File: config.mk
export PLATFORM = sky130hd
export DESIGN_NAME = omsp_sha512_msg_packer
export DESIGN_NICKNAME = d
export VERILOG_FILES = /design/src/rtl/omsp_sha512_msg_packer.sv
export SDC_FILE = /design/constraint.sdc
export NUM_CORES = 1
export LEC_CHECK = 0
export BUFFER_PORTS_ARGS = -buffer_cell sky130_fd_sc_hd__buf_2
export CORE_AREA = 4 4 238 240
export DETAILED_ROUTE_END_ITERATION = 8
export DIE_AREA = 0 0 242 244
export PLACE_DENSITY_LB_ADDON = 0.2
export SLEW_MARGIN = 10
export SYNTH_ARGS = -nofsm -noshare
export SYNTH_HDL_FRONTEND = slang
export SYNTH_SLANG_ARGS = --single-unit
File: constraint.sdc
create_clock -name clk -period 7.38 [get_ports clk]
set_input_delay 0.369 -clock clk [delete_from_list [all_inputs] [get_ports clk]]
set_output_delay 0.369 -clock clk [all_outputs]
set_load 0.05 [all_outputs]
File: src/rtl/omsp_sha512_msg_packer.sv
// SHA-512 message packer: packs 8/16-bit writes into big-endian 64-bit words,
// pads with 0x80/zeros plus the bit length, then streams the digest back.
//   state     | meaning
//   IDLE      | waiting for a start write
//   ACCEPT    | taking message bytes
//   PAD_ONE   | pushing the 0x80 marker byte
//   PAD_ZERO  | zero fill up to byte 112 of the block
//   LEN_HI    | upper length word (always zero)
//   LEN_LO    | bit-length word, last of its block
//   WAIT_CORE | draining the last word, waiting for compression
//   DONE      | digest available
//   READ      | 32-cycle digest readout
module omsp_sha512_msg_packer (
  input  logic         clk,
  input  logic         rst_n,
  input  logic [1:0]   cmd_in,
  input  logic [15:0]  data,
  input  logic         data_size,
  output logic [15:0]  hash,
  output logic         busy,
  output logic         ready_for_data,
  output logic [63:0]  core_word,
  output logic         core_word_valid,
  input  logic         core_word_ready,
  output logic         core_first,
  output logic         core_block_last,
  input  logic         core_busy,
  input  logic [511:0] core_digest
);

  typedef enum logic [3:0] {
    IDLE, ACCEPT, PAD_ONE, PAD_ZERO, LEN_HI, LEN_LO, WAIT_CORE, DONE, READ
  } state_t;

  state_t      state, state_nxt;
  logic [63:0] stage_buf, stage_nxt, load_word, direct_word;
  logic [3:0]  fill, fill_nxt;
  logic [3:0]  word_idx, word_idx_nxt;
  logic [31:0] byte_count;
  logic [6:0]  block_byte, block_inc;
  logic [4:0]  read_idx;
  logic        first_done, handshake, load, direct_load;
  logic        clear_ctx, start_read, msg_push;
  logic [1:0]  push_cnt;
  logic [7:0]  push_b0, push_b1;
  logic        cmd_write, cmd_read, cmd_end;

  assign cmd_write = (cmd_in == 2'b10);
  assign cmd_read  = (cmd_in == 2'b01);
  assign cmd_end   = (cmd_in[1] == cmd_in[0]);

  assign handshake      = core_word_valid & core_word_ready;
  assign ready_for_data = (state == ACCEPT) && !core_word_valid;
  assign busy           = (state != IDLE) && (state != DONE);
  // Word 0 of the digest sits at the top, so invert the index to address it.
  assign hash = ((state == DONE) || (state == READ)) ?
                core_digest[{~read_idx, 4'b0000} +: 16] : 16'h0000;

  always_ff @(posedge clk or negedge rst_n) begin
    if (!rst_n) state <= IDLE;
    else        state <= state_nxt;
  end

  always_comb begin
    state_nxt   = state;
    push_cnt    = 2'd0;
    push_b0     = 8'h00;
    push_b1     = 8'h00;
    msg_push    = 1'b0;
    direct_load = 1'b0;
    direct_word = 64'h0;
    clear_ctx   = 1'b0;
    start_read  = 1'b0;
    case (state)
      IDLE: begin
        if (cmd_write) begin
          clear_ctx = 1'b1;
          state_nxt = ACCEPT;
        end
      end
      ACCEPT: begin
        if (!core_word_valid) begin
          if (cmd_write) begin
            msg_push = 1'b1;
            push_cnt = data_size ? 2'd2 : 2'd1;
            push_b0  = data_size ? data[15:8] : data[7:0];
            push_b1  = data[7:0];
          end else if (cmd_end) begin
            state_nxt = PAD_ONE;
          end
        end
      end
      PAD_ONE: begin
        if (!core_word_valid) begin
          push_cnt  = 2'd1;
          push_b0   = 8'h80;
          state_nxt = PAD_ZERO;
        end
      end
      PAD_ZERO: begin
        if ((block_byte == 7'd112) && (fill == 4'd0)) begin
          state_nxt = LEN_HI;
        end else if (!core_word_valid) begin
          push_cnt = 2'd1;
        end
      end
      LEN_HI: begin
        if (!core_word_valid) begin
          direct_load = 1'b1;
          state_nxt   = LEN_LO;
        end
      end
      LEN_LO: begin
        if (!core_word_valid) begin
          direct_load = 1'b1;
          direct_word = {29'b0, byte_count, 3'b000};
          state_nxt   = WAIT_CORE;
        end
      end
      WAIT_CORE: begin
        if (!core_word_valid && !core_busy) state_nxt = DONE;
      end
      DONE: begin
        if (cmd_write) begin
          clear_ctx = 1'b1;
          state_nxt = ACCEPT;
        end else if (cmd_read) begin
          start_read = 1'b1;
          state_nxt  = READ;
        end
      end
      READ: begin
        if (read_idx == 5'd31) state_nxt = IDLE;
      end
      default: state_nxt = IDLE;
    endcase
  end

  // A 16-bit write landing at fill 7 completes the word with its high byte
  // and leaves the low byte as the first byte of the next word.
  always_comb begin
    stage_nxt = stage_buf;
    fill_nxt  = fill;
    load      = 1'b0;
    load_word = 64'h0;
    if (push_cnt == 2'd1) begin
      stage_nxt = {stage_buf[55:0], push_b0};
      if (fill == 4'd7) begin
        load      = 1'b1;
        load_word = stage_nxt;
        fill_nxt  = 4'd0;
      end else begin
        fill_nxt = fill + 4'd1;
      end
    end else if (push_cnt == 2'd2) begin
      stage_nxt = {stage_buf[47:0], push_b0, push_b1};
      if (fill == 4'd6) begin
        load      = 1'b1;
        load_word = stage_nxt;
        fill_nxt  = 4'd0;
      end else if (fill == 4'd7) begin
        load      = 1'b1;
        load_word = {stage_buf[55:0], push_b0};
        fill_nxt  = 4'd1;
      end else begin
        fill_nxt = fill + 4'd2;
      end
    end
    if (direct_load) begin
      load      = 1'b1;
      load_word = direct_word;
    end
  end

  assign word_idx_nxt = word_idx + {3'b000, handshake};
  assign block_inc    = direct_load ? 7'd8 : {5'b00000, push_cnt};

  always_ff @(posedge clk or negedge rst_n) begin
    if (!rst_n) begin
      stage_buf       <= 64'h0;
      fill            <= 4'd0;
      byte_count      <= 32'd0;
      block_byte      <= 7'd0;
      word_idx        <= 4'd0;
      first_done      <= 1'b0;
      core_word       <= 64'h0;
      core_word_valid <= 1'b0;
      core_first      <= 1'b0;
      core_block_last <= 1'b0;
      read_idx        <= 5'd0;
    end else begin
      if (clear_ctx) begin
        stage_buf  <= 64'h0;
        fill       <= 4'd0;
        byte_count <= 32'd0;
        block_byte <= 7'd0;
        word_idx   <= 4'd0;
        first_done <= 1'b0;
      end else begin
        stage_buf  <= stage_nxt;
        fill       <= fill_nxt;
        block_byte <= block_byte + block_inc;
        word_idx   <= word_idx_nxt;
        first_done <= first_done | handshake;
        if (msg_push) byte_count <= byte_count + {30'b0, push_cnt};
      end
      if (load) begin
        core_word       <= load_word;
        core_word_valid <= 1'b1;
        core_first      <= !(first_done | handshake);
        core_block_last <= (word_idx_nxt == 4'd15);
      end else if (handshake) begin
        core_word_valid <= 1'b0;
        core_first      <= 1'b0;
        core_block_last <= 1'b0;
      end
      if (start_read)          read_idx <= 5'd0;
      else if (state == READ)  read_idx <= read_idx + 5'd1;
    end
  end

endmodule

Word-level counts from Yosys, hierarchy flattened:

Cells that the tools add are included.

* latch bits: 0
* memories: 0
* register bits: 180
* memory bits (writable): 0
* ROM bits: 0
* output and inout port bits: 85

* equality and inequality tests: 30
* shifts and indexed selects: 1
* order comparisons: 0
* bitwise gates (word level): 3
* reduce and logical (&&, ||, !) cells: 18
* multipliers: 0
* $add $sub $neg: 6
* mux-type cells: 70
* divide/modulo/power cells: 0

Operators with widths (number)
* $shiftx 512x10->16: 1
* $mux 64: 5
* $mux 56: 3
* $mux 4: 20
* $mux 35: 2
* $mux 32: 2
* $mux 8: 7
* $pmux 4 s9: 1
* $add 32x2->32: 1
* $eq 4x3->1 const B: 6
* $mux 1: 20
* $ne 2x2->1 const B: 9
* $mux 16: 1
* $pmux 8 s2: 1
* $reduce_and 11->1: 1
* $mux 5: 2
* $eq 4x2->1 const B: 2
* $eq 4x4->1 const B: 2
* $logic_not 4->1: 2
* $mux 2: 4
* $add 7x4->7: 1
* $eq 7x7->1 const B: 1
* $mux 7: 1
* $pmux 2 s3: 1
* 22 further kinds: 32

Longest topological paths before layout:

* depth after elaboration: 9
* depth in mapped cells: 17
* mapped depth without buffers: 14

Worst setup path before layout:

Ideal clock, no wire load.

* path type: reg2reg
* start: register core_word_valid
* end: register byte_count[24]
* data arrival time: 3.611 ns
* setup slack: 3.691 ns
* setup time: 0.078 ns
* stages on the path, launching flop included: 16
* required time: 7.302 ns
* clock period less this slack: 3.689 ns
* buffers on the path: 4
* cell sequence: dfrtp_1 buf_6 nor3_1 o21ai_0 or2_2 clkbuf_1 buf_1 inv_1 ha_1 fa_1 nand2_1 a211oi_2 nand4_1 clkbuf_1 or3_1 a21oi_1

* cells in the longest elaborated chain, start to end: 6
* elaborated cells on any way between the ends: 10
* classes of those cells: add/sub: 1; mux: 8; reduce/logical: 1

RTL lines
* start: declaration: RTL line 23 `output logic core_word_valid,`
* start signal: assignment: RTL line 187 `core_word_valid <= 1'b0;`
* start signal: assignment: RTL line 209 `core_word_valid <= 1'b1;`
* start signal: assignment: RTL line 213 `core_word_valid <= 1'b0;`
* $mux 1: RTL line 94, 103
* $mux 2: RTL line 101 `if ((block_byte == 7'd112) && (fill == 4'd0)) begin`
* $pmux 2 s3: RTL line 74 `case (state)`
* $add 32x2->32: RTL line 205 `if (msg_push) byte_count <= byte_count + {30'b0, push_cnt};`
* $mux 32: RTL line 205
* $mux 32: RTL line 192 `if (clear_ctx) begin`
* end signal: assignment: RTL line 205
* end: declaration: RTL line 39 `logic [31:0] byte_count;`

Parallel ways exist; a longest one is shown, timed or not. The select of a mux whose other input is x is not followed.
A chain may end at the register's enable or synchronous reset.

Final worst setup path:

* start: register fill[3]
* end: register block_byte[4]

* cells in the longest elaborated chain, start to end: 7

RTL lines
* start: declaration: RTL line 37 `logic [3:0] fill, fill_nxt;`
* start signal: assignment: RTL line 201 `fill <= fill_nxt;`
* $logic_not 4->1: RTL line 101
* $logic_and 1x1->1: RTL line 101
* $mux 2: RTL line 101
* $pmux 2 s3: RTL line 74
* $mux 4: RTL line 176 `assign block_inc = direct_load ? 7'd8 : {5'b00000, push_cnt};`
* $add 7x4->7: RTL line 202 `block_byte <= block_byte + block_inc;`
* $mux 7: RTL line 192
* end signal: assignment: RTL line 202
* end: declaration: RTL line 40 `logic [6:0] block_byte, block_inc;`

No other way between the ends.

==> reports/results.ini <==
[drt]
via_per_inst = 5.28
post-route-drc-count = 0
detail_route.wirelength_um = 78700
drt_iter0_drc = 1032
first_pass_iters = 5
vias = 13403
wire_per_inst_um = 31.0
antenna_left = 0

[synthesis]
netlist-cell-type-count = 57
synth_nets = 1815
syn_avg_cell_area_um2 = 10.5
synthFlopType = dfrtp_1
ys.warnings.count = 0
async_flop_share_pct = 100
synth_area_um2 = 13200
syn_inst = 1263
synth_edf_count = 0
yosysSeqAreaShare_pct = 34.1
ys_ff_latch = 180

[critical_path]
cp_slowest_cell = or2_2
slowest_delay_ns = 0.97
cp.arrival_ns = 4.88
cp.buffers_inverters = 1
critPathKind = flop to flop
cp-start-kind = flop
required_ns = 7.67
path_max_fanout = 57
startpoint = fill[3]
cp-end-kind = flop
critPathTopFamily = simple AND/OR/NAND/NOR gates
r2r-start = fill[3]
rrSetupSlack_ns = 2.79
cp_cell_sequence = or4_1 -> nor4_1 -> or2_2 -> inv_2 -> ha_1 -> fa_1 -> a31oi_1 -> xor2_1 -> nor2_1

[finish]
utilization_pct = 32.1
syn_to_final_growth_pct = 32.5
drive_gt1_share_pct = 46.8
final_cell_mix = buf_2, dfrtp_1, nor2_1, mux4_2, nand2_1
layout_commonest_cell = buf_2
nets = 2356

[cts]
clk_pin_slew_ns = 0.08
cts_sinks = 180
clock-root-buffer = clkbuf_16
post_cts_buffers = 0
ctsLongestPathBuffers = 2
tritoncts = done
insertion_delay_ns = 0.44
cts_resized = 0
hold_buffers = 0
htreeDepth = 4
cts_buffers = 17

[min_path]
hp-class = input port to async pin

[status]
status = complete, no violations

[grt]
antenna_found_initial = 49
grt_pass1_wl_um = 108000
grt_pass1_vias = 13743
gr-usage-all-layers_pct = 25.6
grt_max_degree = 109
gr-total-overflow = 0

[timing]
period_needed_ns = 4.59
relSlewSlack_pct = 21.8
hold_violations = 0
rsz0062_at_grt = false
setup_viol = 0
tightest_slew_ns = 1.17
slew_viol_final = 0
setup_slack_ns = 2.79
finalCritPeriodShare_pct = 62.2
skew_ns = 0.0178
tns_ns = 0
fmax_ghz = 0.218

[floorplanning]
die_w_um = 242
num_rows = 86
coreArea_um2 = 54700
start_util_pct = 24.2
die_y_um = 244
io_pins = 620
dieArea_um2 = 59000

[power_and_ir_drop]
p_leak_nw = 7.95
irDropWorstVdd_v = 0.000176
cellPowerDensity_nw_per_um2 = 363

[place]
place_hpwl_um = 65700
gp_congestion = 0.956
io_buffer_count = 619
dp_slack_ns = 2.64

[flow_run]
max-cap-violations = 0

-- where the power goes --
group / internal [W] / leakage, nW / switching, W
Combinational: 0.00153 / 5.44 / 0.00202
Sequential: 0.00132 / 2.22 / 0.000575
Clock: 0.000459 / 0.284 / 0.000459
-- registers in the layout, summed over array words and instances, names as in the netlist --
register,flops
state,4
word_idx,4
core_block_last,1
core_word_valid,1
first_done,1
fill,4
core_word,64
read_idx,5
stage_buf,56
core_first,1
byte_count,32
block_byte,7
-- worst paths after layout --
check                                        to  cells past startpoint
worst min-delay path              core_word[11]                      1
min in group clk                core_word_valid                      2
worst max-delay path              block_byte[4]                      9
worst min register to register       core_first                      1
max in group asynchronous         stage_buf[21]                      2
worst max register to register    block_byte[4]                      9
-- per-layer routing --
metal / part of all wire, % / track usage, % / vias to the layer above
met5: 0.027 / 0 / -
met4: 3.4 / 9.00 / 4
met2: 53 / 46.8 / 534
li1: - / - / 5949
met3: 4.8 / 3.31 / 96
met1: 38 / 31.1 / 6820
-- synth_stat cells, types with 17 or more instances --
| cell | number | area [um2] |
|---|---|---|
| clkbuf_1 | 76 | 285 |
| o22ai_1 | 18 | 113 |
| o21ai_0 | 75 | 375 |
| inv_1 | 57 | 214 |
| a221oi_1 | 40 | 350 |
| nand2_1 | 89 | 334 |
| buf_1 | 19 | 71.3 |
| dfrtp_1 | 180 | 4500 |
| xnor2_1 | 17 | 149 |
| a31oi_1 | 20 | 125 |
| nand3_1 | 30 | 150 |
| a22oi_1 | 22 | 165 |
| a21oi_1 | 71 | 355 |
| nor2_1 | 161 | 604 |
| and3_1 | 33 | 206 |
| a22o_1 | 31 | 272 |
| mux4_2 | 160 | 3600 |
-- cell families after synthesis --
group | share of synthesized area (%)
adder cells (fa/ha/maj) | 1.72
AND/OR/NAND/NOR | 13.4
XOR/XNOR | 2.05
multiplexers | 27.8
flip-flops | 34.1
AO/OA/AOI/OAI | 15.8
buffers and inverters | 5.15
-- stage by stage --
stage / total power (W) / cell area (um2) / hold WS (ns) / instances
floorplan: 0.00424 / 13200 / 0.0734 / 1263
global placement: 0.00549 / 16900 / 0.436 / 2489
detailed placement: 0.00552 / 16900 / 0.452 / 2489
CTS: 0.00645 / 17500 / 0.143 / 2520
global route: 0.00678 / 17500 / 0.162 / 2530
finish: 0.00636 / 17500 / 0.0789 / 2537
-- layout make-up --
cell class	count	area, um2
fillers	5806	37100
multi-input cells	911	8060
flip-flops and latches	180	4510
repair buffers	635	3220
well taps	704	881
clock buffers	18	439
inverters	59	221
clock inverters	13	139
diodes	17	42.5
(Power assumes the default switching activity.)
